===== src/rtl/oam_dma_pkg.sv =====
// rtl/oam_dma_pkg.sv - shared constants, state encoding and page mapping for the OAM DMA engine
//
// Purpose: constants and helpers shared by the OAM DMA engine.
//   DMA_REG_ADDR  : CPU address of the DMA source-page register
//   OAM_BASE      : first OAM address written by a transfer
//   ECHO_PAGE_MIN : first page of the echo RAM window
//   ECHO_OFFSET   : distance from echo RAM back to work RAM, in pages
//   state_t       : engine state (IDLE, XFER)
//   map_page()    : folds echo RAM pages onto the work RAM they mirror

package oam_dma_pkg;

  localparam logic [15:0] DMA_REG_ADDR  = 16'hFF46;
  localparam logic [15:0] OAM_BASE      = 16'hFE00;
  localparam logic [7:0]  ECHO_PAGE_MIN = 8'hE0;
  localparam logic [7:0]  ECHO_OFFSET   = 8'h20;

  typedef enum logic {
    IDLE = 1'b0,
    XFER = 1'b1
  } state_t;

  // Pages 0xE0..0xFF are echo RAM; the copy reads the work RAM behind them.
  function automatic logic [7:0] map_page(input logic [7:0] page);
    return (page >= ECHO_PAGE_MIN) ? (page - ECHO_OFFSET) : page;
  endfunction

endpackage


===== src/rtl/oam_dma.sv =====
// rtl/oam_dma.sv - OAM DMA engine copying one source page into sprite attribute memory
//
// Purpose: a CPU write to the DMA register latches a source page and starts
// a copy of XFER_BYTES bytes from {page, 8'h00} upward into OAM at 0xFE00
// upward. Each byte occupies BYTE_CYCLES clock cycles: read strobe, data
// capture, OAM write strobe, then idle slots.
//
// Ports:
//   clock    in   system clock, rising edge
//   reset_n  in   synchronous active-low reset
//   A_mmu    in   CPU bus address
//   Di_mmu   in   CPU write data
//   cs_mmu   in   CPU bus select
//   wr_mmu   in   CPU write strobe
//   dma_reg  out  last value written to the DMA register
//   A_src    out  source read address
//   rd_src   out  source read strobe
//   Di_src   in   source read data, valid the cycle after rd_src
//   A_oam    out  OAM write address
//   Do_oam   out  OAM write data
//   wr_oam   out  OAM write strobe
//   busy     out  transfer in progress
//   done     out  one-cycle pulse after the last byte of a transfer

module oam_dma
  import oam_dma_pkg::*;
#(
  parameter int XFER_BYTES  = 160,
  parameter int BYTE_CYCLES = 4
) (
  input  logic        clock,
  input  logic        reset_n,
  input  logic [15:0] A_mmu,
  input  logic [7:0]  Di_mmu,
  input  logic        cs_mmu,
  input  logic        wr_mmu,
  output logic [7:0]  dma_reg,
  output logic [15:0] A_src,
  output logic        rd_src,
  input  logic [7:0]  Di_src,
  output logic [15:0] A_oam,
  output logic [7:0]  Do_oam,
  output logic        wr_oam,
  output logic        busy,
  output logic        done
);

  localparam int PHASE_W = $clog2(BYTE_CYCLES);
  localparam logic [PHASE_W-1:0] LAST_PHASE = PHASE_W'(BYTE_CYCLES - 1);
  localparam logic [PHASE_W-1:0] CAPTURE_PHASE = PHASE_W'(1);
  localparam logic [7:0] LAST_INDEX = 8'(XFER_BYTES - 1);

  state_t             state;
  logic [7:0]         page;
  logic [7:0]         index;
  logic [PHASE_W-1:0] phase;
  logic               trigger;
  logic [7:0]         trig_page;

  assign trigger   = cs_mmu && wr_mmu && (A_mmu == DMA_REG_ADDR);
  assign trig_page = map_page(Di_mmu);

  // phase/index name the slot being presented on the outputs in the current
  // cycle; every edge computes the registered strobes for the following slot.
  always_ff @(posedge clock) begin
    if (!reset_n) begin
      state   <= IDLE;
      page    <= 8'h00;
      index   <= 8'h00;
      phase   <= '0;
      dma_reg <= 8'h00;
      A_src   <= 16'h0000;
      rd_src  <= 1'b0;
      A_oam   <= 16'h0000;
      Do_oam  <= 8'h00;
      wr_oam  <= 1'b0;
      busy    <= 1'b0;
      done    <= 1'b0;
    end else begin
      rd_src <= 1'b0;
      wr_oam <= 1'b0;
      done   <= 1'b0;

      if (trigger) begin
        // A new trigger always wins, even over the last slot of a running
        // transfer: the old byte in flight is dropped and no done is raised.
        dma_reg <= Di_mmu;
        page    <= trig_page;
        state   <= XFER;
        index   <= 8'h00;
        phase   <= '0;
        busy    <= 1'b1;
        rd_src  <= 1'b1;
        A_src   <= {trig_page, 8'h00};
      end else if (state == XFER) begin
        if (phase == LAST_PHASE) begin
          if (index == LAST_INDEX) begin
            state <= IDLE;
            index <= 8'h00;
            phase <= '0;
            busy  <= 1'b0;
            done  <= 1'b1;
          end else begin
            // Index stays 8 bits so the source address never carries into
            // the page byte.
            index  <= index + 8'd1;
            phase  <= '0;
            rd_src <= 1'b1;
            A_src  <= {page, index + 8'd1};
          end
        end else begin
          phase <= phase + PHASE_W'(1);
          if (phase == CAPTURE_PHASE) begin
            // Source data arrives in the slot after the read; it lands
            // straight in the OAM data register for the write slot.
            Do_oam <= Di_src;
            A_oam  <= OAM_BASE + {8'h00, index};
            wr_oam <= 1'b1;
          end
        end
      end
    end
  end

endmodule


===== config.mk =====
export PLATFORM = sky130hd
export DESIGN_NAME = oam_dma
export DESIGN_NICKNAME = d
export VERILOG_FILES = /design/src/rtl/oam_dma_pkg.sv /design/src/rtl/oam_dma.sv
export SDC_FILE = /design/constraint.sdc
export NUM_CORES = 1
export LEC_CHECK = 0
export ABC_AREA = 1
export CORE_MARGIN = 10
export CORE_UTILIZATION = 28
export DETAILED_ROUTE_END_ITERATION = 10
export PLACE_DENSITY = 0.62
export SYNTH_ARGS = -nofsm -noshare
export SYNTH_HDL_FRONTEND = slang
export SYNTH_SLANG_ARGS = --single-unit

===== constraint.sdc =====
create_clock -name clock -period 1.65 [get_ports clock]
set_input_delay 0.33 -clock clock [delete_from_list [all_inputs] [get_ports clock]]
set_output_delay 0.33 -clock clock [all_outputs]
set_load 0.1 [all_outputs]

==> summary.md, run 1 <==
| Metric | Value |
|---|---|
| Status | completed |
| Total Power | 2.84 mW |
| Synth top area cells | dfxtp_1, nand2_1, a21oi_1 |
| Gr usage total | 11.1% |
| Hold buffer count at CTS | 0 |
| Dpl hpwl | 5740 µm |
| Number of enable flip-flop cells after synthesis | 0 |
| DRT antenna net count | 0 |
| Critical Path Start Type | register |
| Biggest regs | A_src (16), A_oam (9) |
| Vias in the first global route | 2405 |
| IR Drop Worst-Case VDD | 0.305 mV |
| Clock skew | 0.00569 ns |
| CP Buf/Inv Count | 2 |
| Core Area | 9150 µm² |
| Critical-path top delay cell | dfxtp_2 |
| Drt first pass iters | 4 |
| Worst-path clk slew | 0.06 ns |
| Critical Path Stages | 9 |
| H-tree depth | 3 |
| Final hold violation count | 0 |
| Largest Register | A_src |
| Largest stage delay, worst path | 0.35 ns |
| Crit. End Element | register |
| Period utilisation layout | 98.8% |
| Ys flop type | dfxtp_1 |
| Synth top area share | 45.3% |
| Final core occ | 48.8% |
| Die ar. | 13600 µm² |
| Initial DRC count | 102 |
| Final min period | 1.63 ns |
| Largest register FFs | 16 |
| Syn avg cell area | 7.44 µm² |
| Synth cell count leaders | nand2_1, dfxtp_1, a21oi_1 |
| Chip Width | 117 µm |
| Root buffer cell | clkbuf_8 |
| DRC errors left | 0 |
| Layout area overhead | 71.3% |
| Crit Path Category | register to register |
| Num Clock Sinks | 59 |
| Biggest area consumer among synthesized cells | dfxtp_1 |
| Max-Cap Viols | 0 |
| Via density | 4.43 |
| Initial antenna violation count | 0 |
| # fillers | 850 |
| Setup TNS | 0 ns |
| WHS Path Cells | 2 |
| Share of cells above drive strength 1 | 26.1% |
| Clk buf depth | 2 |
| Post-DR wirelength/cell | 13.1 µm |
| LEAKAGE | 1.88 nW |
| Grt ovf | 0 |
| Distinct cells, synth | 30 |
| CTS tree | yes |
| Routability congestion estimate | 0.768 |
| Layout Nets | 496 |
| Clk_lat worst skew | 0.33 ns |
| Fmax | 613 MHz |
| Endpoints failing setup | 0 |
| Unrepaired setup endpoints after global routing | true |
| Antenna Cells | 0 |
| Yosys reg bits | 59 |
| Critical Path AT | 1.84 ns |
| Synthesized Nets | 391 |
| PD cells | 635 nW/µm² |
| # port buffers | 86 |
| Top delay family on crit path | flip-flops |
| Initial Util | 28.5% |
| CP required | 1.86 ns |
| Max FO, Critical Path | 6 |
| Largest net degree at the start of global routing | 31 |
| Sequential-to-total area share from yosys stat | 45.3% |
| Reg2Reg Depth | 9 |
| WL final | 7500 µm |
| Most common cell in the netlist | nand2_1 |
| Vert. Die Dim | 117 µm |
| Ys Warns | 0 |
| Cell Rows | 35 |
| Io pins | 88 |
| Mapped Area | 2610 µm² |
| Mapped Cells | 351 |
| Fin. max-slew vios | 0 |
| Critical Path, Cell by Cell | ha_4, nand2_4, nor2_4, nand2_2, o21ai_4, clkinv_4, buf_4, nand2_1, a21oi_1 |
| Vias | 2528 |
| Worst min path class | register to register |
| CTS buffer count | 9 |
| First-pass GRT wire length | 12000 µm |
| Placed insts | 549 |
| Ys async rst share | 0% |
| Final non-filler cell total | 571 |
==> metal layers <==
layer  track usage (%)  routed length, µm  vias to the layer above  share of wire (%)
met2              18.1               3800                       65                 51
met1              12.7               3090                     1132                 41
met3              4.93                535                        6                7.1
li1                  -                  -                     1325                  -
met5                 0                  0                        -                  0
met4              3.95                 78                        0                1.0
==> worst paths after layout <==
path / to / startpoint / slack [ns]
worst max-delay path: index[5] / index[1] / 0.02
worst min-delay path: page[6] / page[6] / 0.47
worst max register to register: index[5] / index[1] / 0.02
worst min register to register: page[6] / page[6] / 0.47
==> power by group <==
group	switching [mW]	total [mW]	leakage, nW	internal, mW
combinational	0.144	0.285	1.32	0.142
sequential	0.0122	1.45	0.477	1.43
clock	0.538	1.11	0.0860	0.570
total	0.694	2.84	1.88	2.15
==> worst min-delay path: stages (launching register included) <==
cell and delay, ns:
dfxtp_1 0.30, nand2_1 0.07, a21oi_1 0.06
==> stage by stage <==
stage          cell area, µm²  setup slack [ns]  hold slack (ns)
6_report                 4470            0.0193            0.475
2_1_floorplan            2610             0.159            0.453
4_1_cts                  4380            0.0508            0.472
3_5_place_dp             4220            -0.192            0.462
3_3_place_gp             4220            -0.160            0.459
5_1_grt                  4470           -0.0634            0.508
==> cell type report <==
class	instances	area, µm²	share of cell area (%)
Tap cell	111	139	3.11
Clock buffer	12	145	3.25
Inverter	29	116	2.60
Sequential cell	59	1180	26.5
Multi-Input combinational cell	240	1200	26.8
Clock inverter	3	15.0	0.336
Timing Repair Buffer	117	1670	37.4
==> cells in the final DEF (no fill, tap or decap), drive strengths merged, types with 2 or more instances in the layout <==
cell           instances
nand3b                 7
dfxtp                 59
nor2                  40
clkinv                 4
a21oi                 41
clkdlybuf4s50         35
clkbuf                12
or2                    2
nand3                 30
ha                     4
nand4                  2
o31ai                  3
o21ai                  4
xor2                   2
inv                   28
a31oi                  2
nand2                100
buf                   82
==> cell families after synthesis <==
logic type,Yosys count,share of synthesized area (%)
flip-flops,59,45.3
buffers and inverters,53,10.2
AND/OR/NAND/NOR,181,31.2
other,1,0.144
adder cells (fa/ha/maj),4,1.92
AO/OA/AOI/OAI,51,10.7
XOR/XNOR,2,0.671
==> timing repair <==
| item | 4_1_cts | 5_1_grt |
|---|---|---|
| gates cloned | 0 | 1 |
| pin swaps | 0 | 7 |
| setup buffers | 0 | 6 |
| gates resized for setup | 1 | 11 |
| setup endpoints to repair | 16 | 20 |
Note: power is estimated with default switching activity, not from simulation.
==> inputs of run 2 (changes only) <==
--- a/config.mk
+++ b/config.mk
@@ -6,10 +6,12 @@
 export NUM_CORES = 1
 export LEC_CHECK = 0
 export ABC_AREA = 1
+export CELL_PAD_IN_SITES_DETAIL_PLACEMENT = 1
+export CELL_PAD_IN_SITES_GLOBAL_PLACEMENT = 1
 export CORE_MARGIN = 10
 export CORE_UTILIZATION = 28
 export DETAILED_ROUTE_END_ITERATION = 10
-export PLACE_DENSITY = 0.62
+export PLACE_DENSITY = 0.79
 export SYNTH_ARGS = -nofsm -noshare
 export SYNTH_HDL_FRONTEND = slang
 export SYNTH_SLANG_ARGS = --single-unit
==> summary.md, run 2 (synthesis results as in run 1) <==
| Metric | Value |
|---|---|
| Status | completed |
| Root buffer cell | clkbuf_8 |
| Crit. End Element | register |
| Dpl hpwl | 6900 µm |
| Post-DR wirelength/cell | 15.5 µm |
| Initial antenna violation count | 0 |
| Layout Nets | 497 |
| Vias | 2629 |
| CP required | 1.88 ns |
| Setup TNS | 0 ns |
| Io pins | 88 |
| Routed met2 length | 4660 µm |
| Period utilisation layout | 94.4% |
| Unrepaired setup endpoints after global routing | false |
| WHS Path Cells | 2 |
| Critical Path AT | 1.78 ns |
| Reg2Reg Depth | 10 |
| Drt first pass iters | 4 |
| Antenna Cells | 0 |
| Most common library cell in the layout ignoring fill and taps | nand2_1 |
| Via density | 4.59 |
| HP Start | page[5] |
| Clock skew | 0.00949 ns |
| Routed length on met1 | 3380 µm |
| Initial Util | 28.5% |
| Largest register FFs | 16 |
| Vert. Die Dim | 117 µm |
| PD cells | 720 nW/µm² |
| Reg-to-Reg End | A_src[0] |
| Endpoints failing setup | 0 |
| Gr usage total | 13.6% |
| Worst-path clk slew | 0.07 ns |
| Max-Cap Viols | 0 |
| Num Clock Sinks | 59 |
| Final hold violation count | 0 |
| Crit Path Category | primary input to register |
| Max FO, Critical Path | 9 |
| Share of cells above drive strength 1 | 27.3% |
| Most frequent cells in the layout | nand2_1, dfxtp_1, buf_12, a21oi_1, clkdlybuf4s50_1 |
| DRT antenna net count | 0 |
| Worst min path class | register to register |
| LEAKAGE | 1.89 nW |
| Layout area overhead | 72.1% |
| Grt ovf | 0 |
| Final core occ | 49.1% |
| Design area | 4490 µm² |
| Worst reg2reg path startpoint | index[1] |
| Hold Path End | page[5] |
| CTS tree | yes |
| Fmax | 642 MHz |
| Core Area | 9150 µm² |
| IR Drop Worst-Case VDD | 0.338 mV |
| First-pass GRT wire length | 14500 µm |
| Critical Path Start Type | primary input |
| WL final | 8860 µm |
| Die ar. | 13600 µm² |
| # port buffers | 86 |
| Largest Register | A_src |
| Area after DPL | 4230 µm² |
| Vias in the first global route | 2961 |
| Biggest regs | A_src (16), A_oam (9) |
| Initial DRC count | 100 |
| CTS buffer count | 9 |
| Cell Rows | 35 |
| DRC errors left | 0 |
| Clk buf depth | 2 |
| Largest net degree at the start of global routing | 26 |
| Fin. max-slew vios | 0 |
| Routability congestion estimate | 0.813 |
| Final min period | 1.56 ns |
| H-tree depth | 3 |
| Reg2reg setup slack | 0.11 ns |
| Met3 WL | 699 µm |
| Top layer reached by signal wires | met4 |
| Chip Width | 117 µm |
| Clk_lat worst skew | 0.34 ns |
==> run 2: cell types whose count changed in the layout (fill, tap and decap cells not counted), moves of 2 or more <==
cell       previous run  this run
clkinv_2              3         1
inv_2                 1         3
buf_4                25        30
buf_12               56        53
inv_6                 0         2
clkbuf_1              2         0
bufinv_16             0         2
==> run 2: metrics by stage <==
step                instances  hold WS [ns]  worst slack [ns]  power (mW)
floorplan                 351         0.453             0.159        1.61
global placement          556         0.461            -0.212        1.76
detailed placement        556         0.465            -0.252        1.77
CTS                       572         0.476           0.00362        3.28
global route              573         0.516           0.00517        3.38
finish                    573         0.473            0.0929        3.24
==> run 2: per-layer routing <==
metal / track usage (%) / vias up
met5: 0 / -
met4: 4.94 / 0
met3: 6.21 / 9
met2: 24.4 / 66
met1: 13.6 / 1225
li1: - / 1329
==> run 2: area by class of cell <==
class                           instances  area [µm²]
Clock inverter                          7         100
Sequential cell                        59        1190
Tap cell                              111         139
Inverter                               29         111
Timing Repair Buffer                  119        1650
Clock buffer                            9         124
Fill cell                            1052        4660
Multi-Input combinational cell        239        1180
==> run 2: how the worst max path moves through the flow <==
stage               startpoint        end  slack (ns)  cells past startpoint
floorplan             index[0]  A_src[15]        0.16                      9
global placement      A_mmu[9]   A_src[8]       -0.21                      9
detailed placement    A_mmu[9]   A_src[8]       -0.25                      9
CTS                   index[0]   A_src[0]       0.004                     10
global route         A_mmu[13]   A_src[9]       0.005                     10
finish               A_mmu[13]  A_src[13]        0.09                      9
==> run 2: what timing repair did <==
item                                    in CTS  in global routing
hold buffers                                 0                  0
hold endpoints to repair                     0                  0
resized for setup                            1                 10
pin swaps                                    2                  1
setup buffers                                0                  1
endpoints found under the setup margin       1                 19
==> run 2: worst max-delay path, cell delays in order <==
cell and delay [ns]:
clkdlybuf4s50_1 0.46, nand2_1 0.06, nor2_2 0.18, nand3_1 0.15
nor2_4 0.17, buf_4 0.19, nor2_8 0.07, nor2_1 0.13
nor2_1 0.06
==> run 2: power by group <==
part | internal (mW) | switching [mW]
Sequential | 1.43 | 0.0120
Clock | 0.863 | 0.636
Combinational | 0.142 | 0.150
Total | 2.44 | 0.799
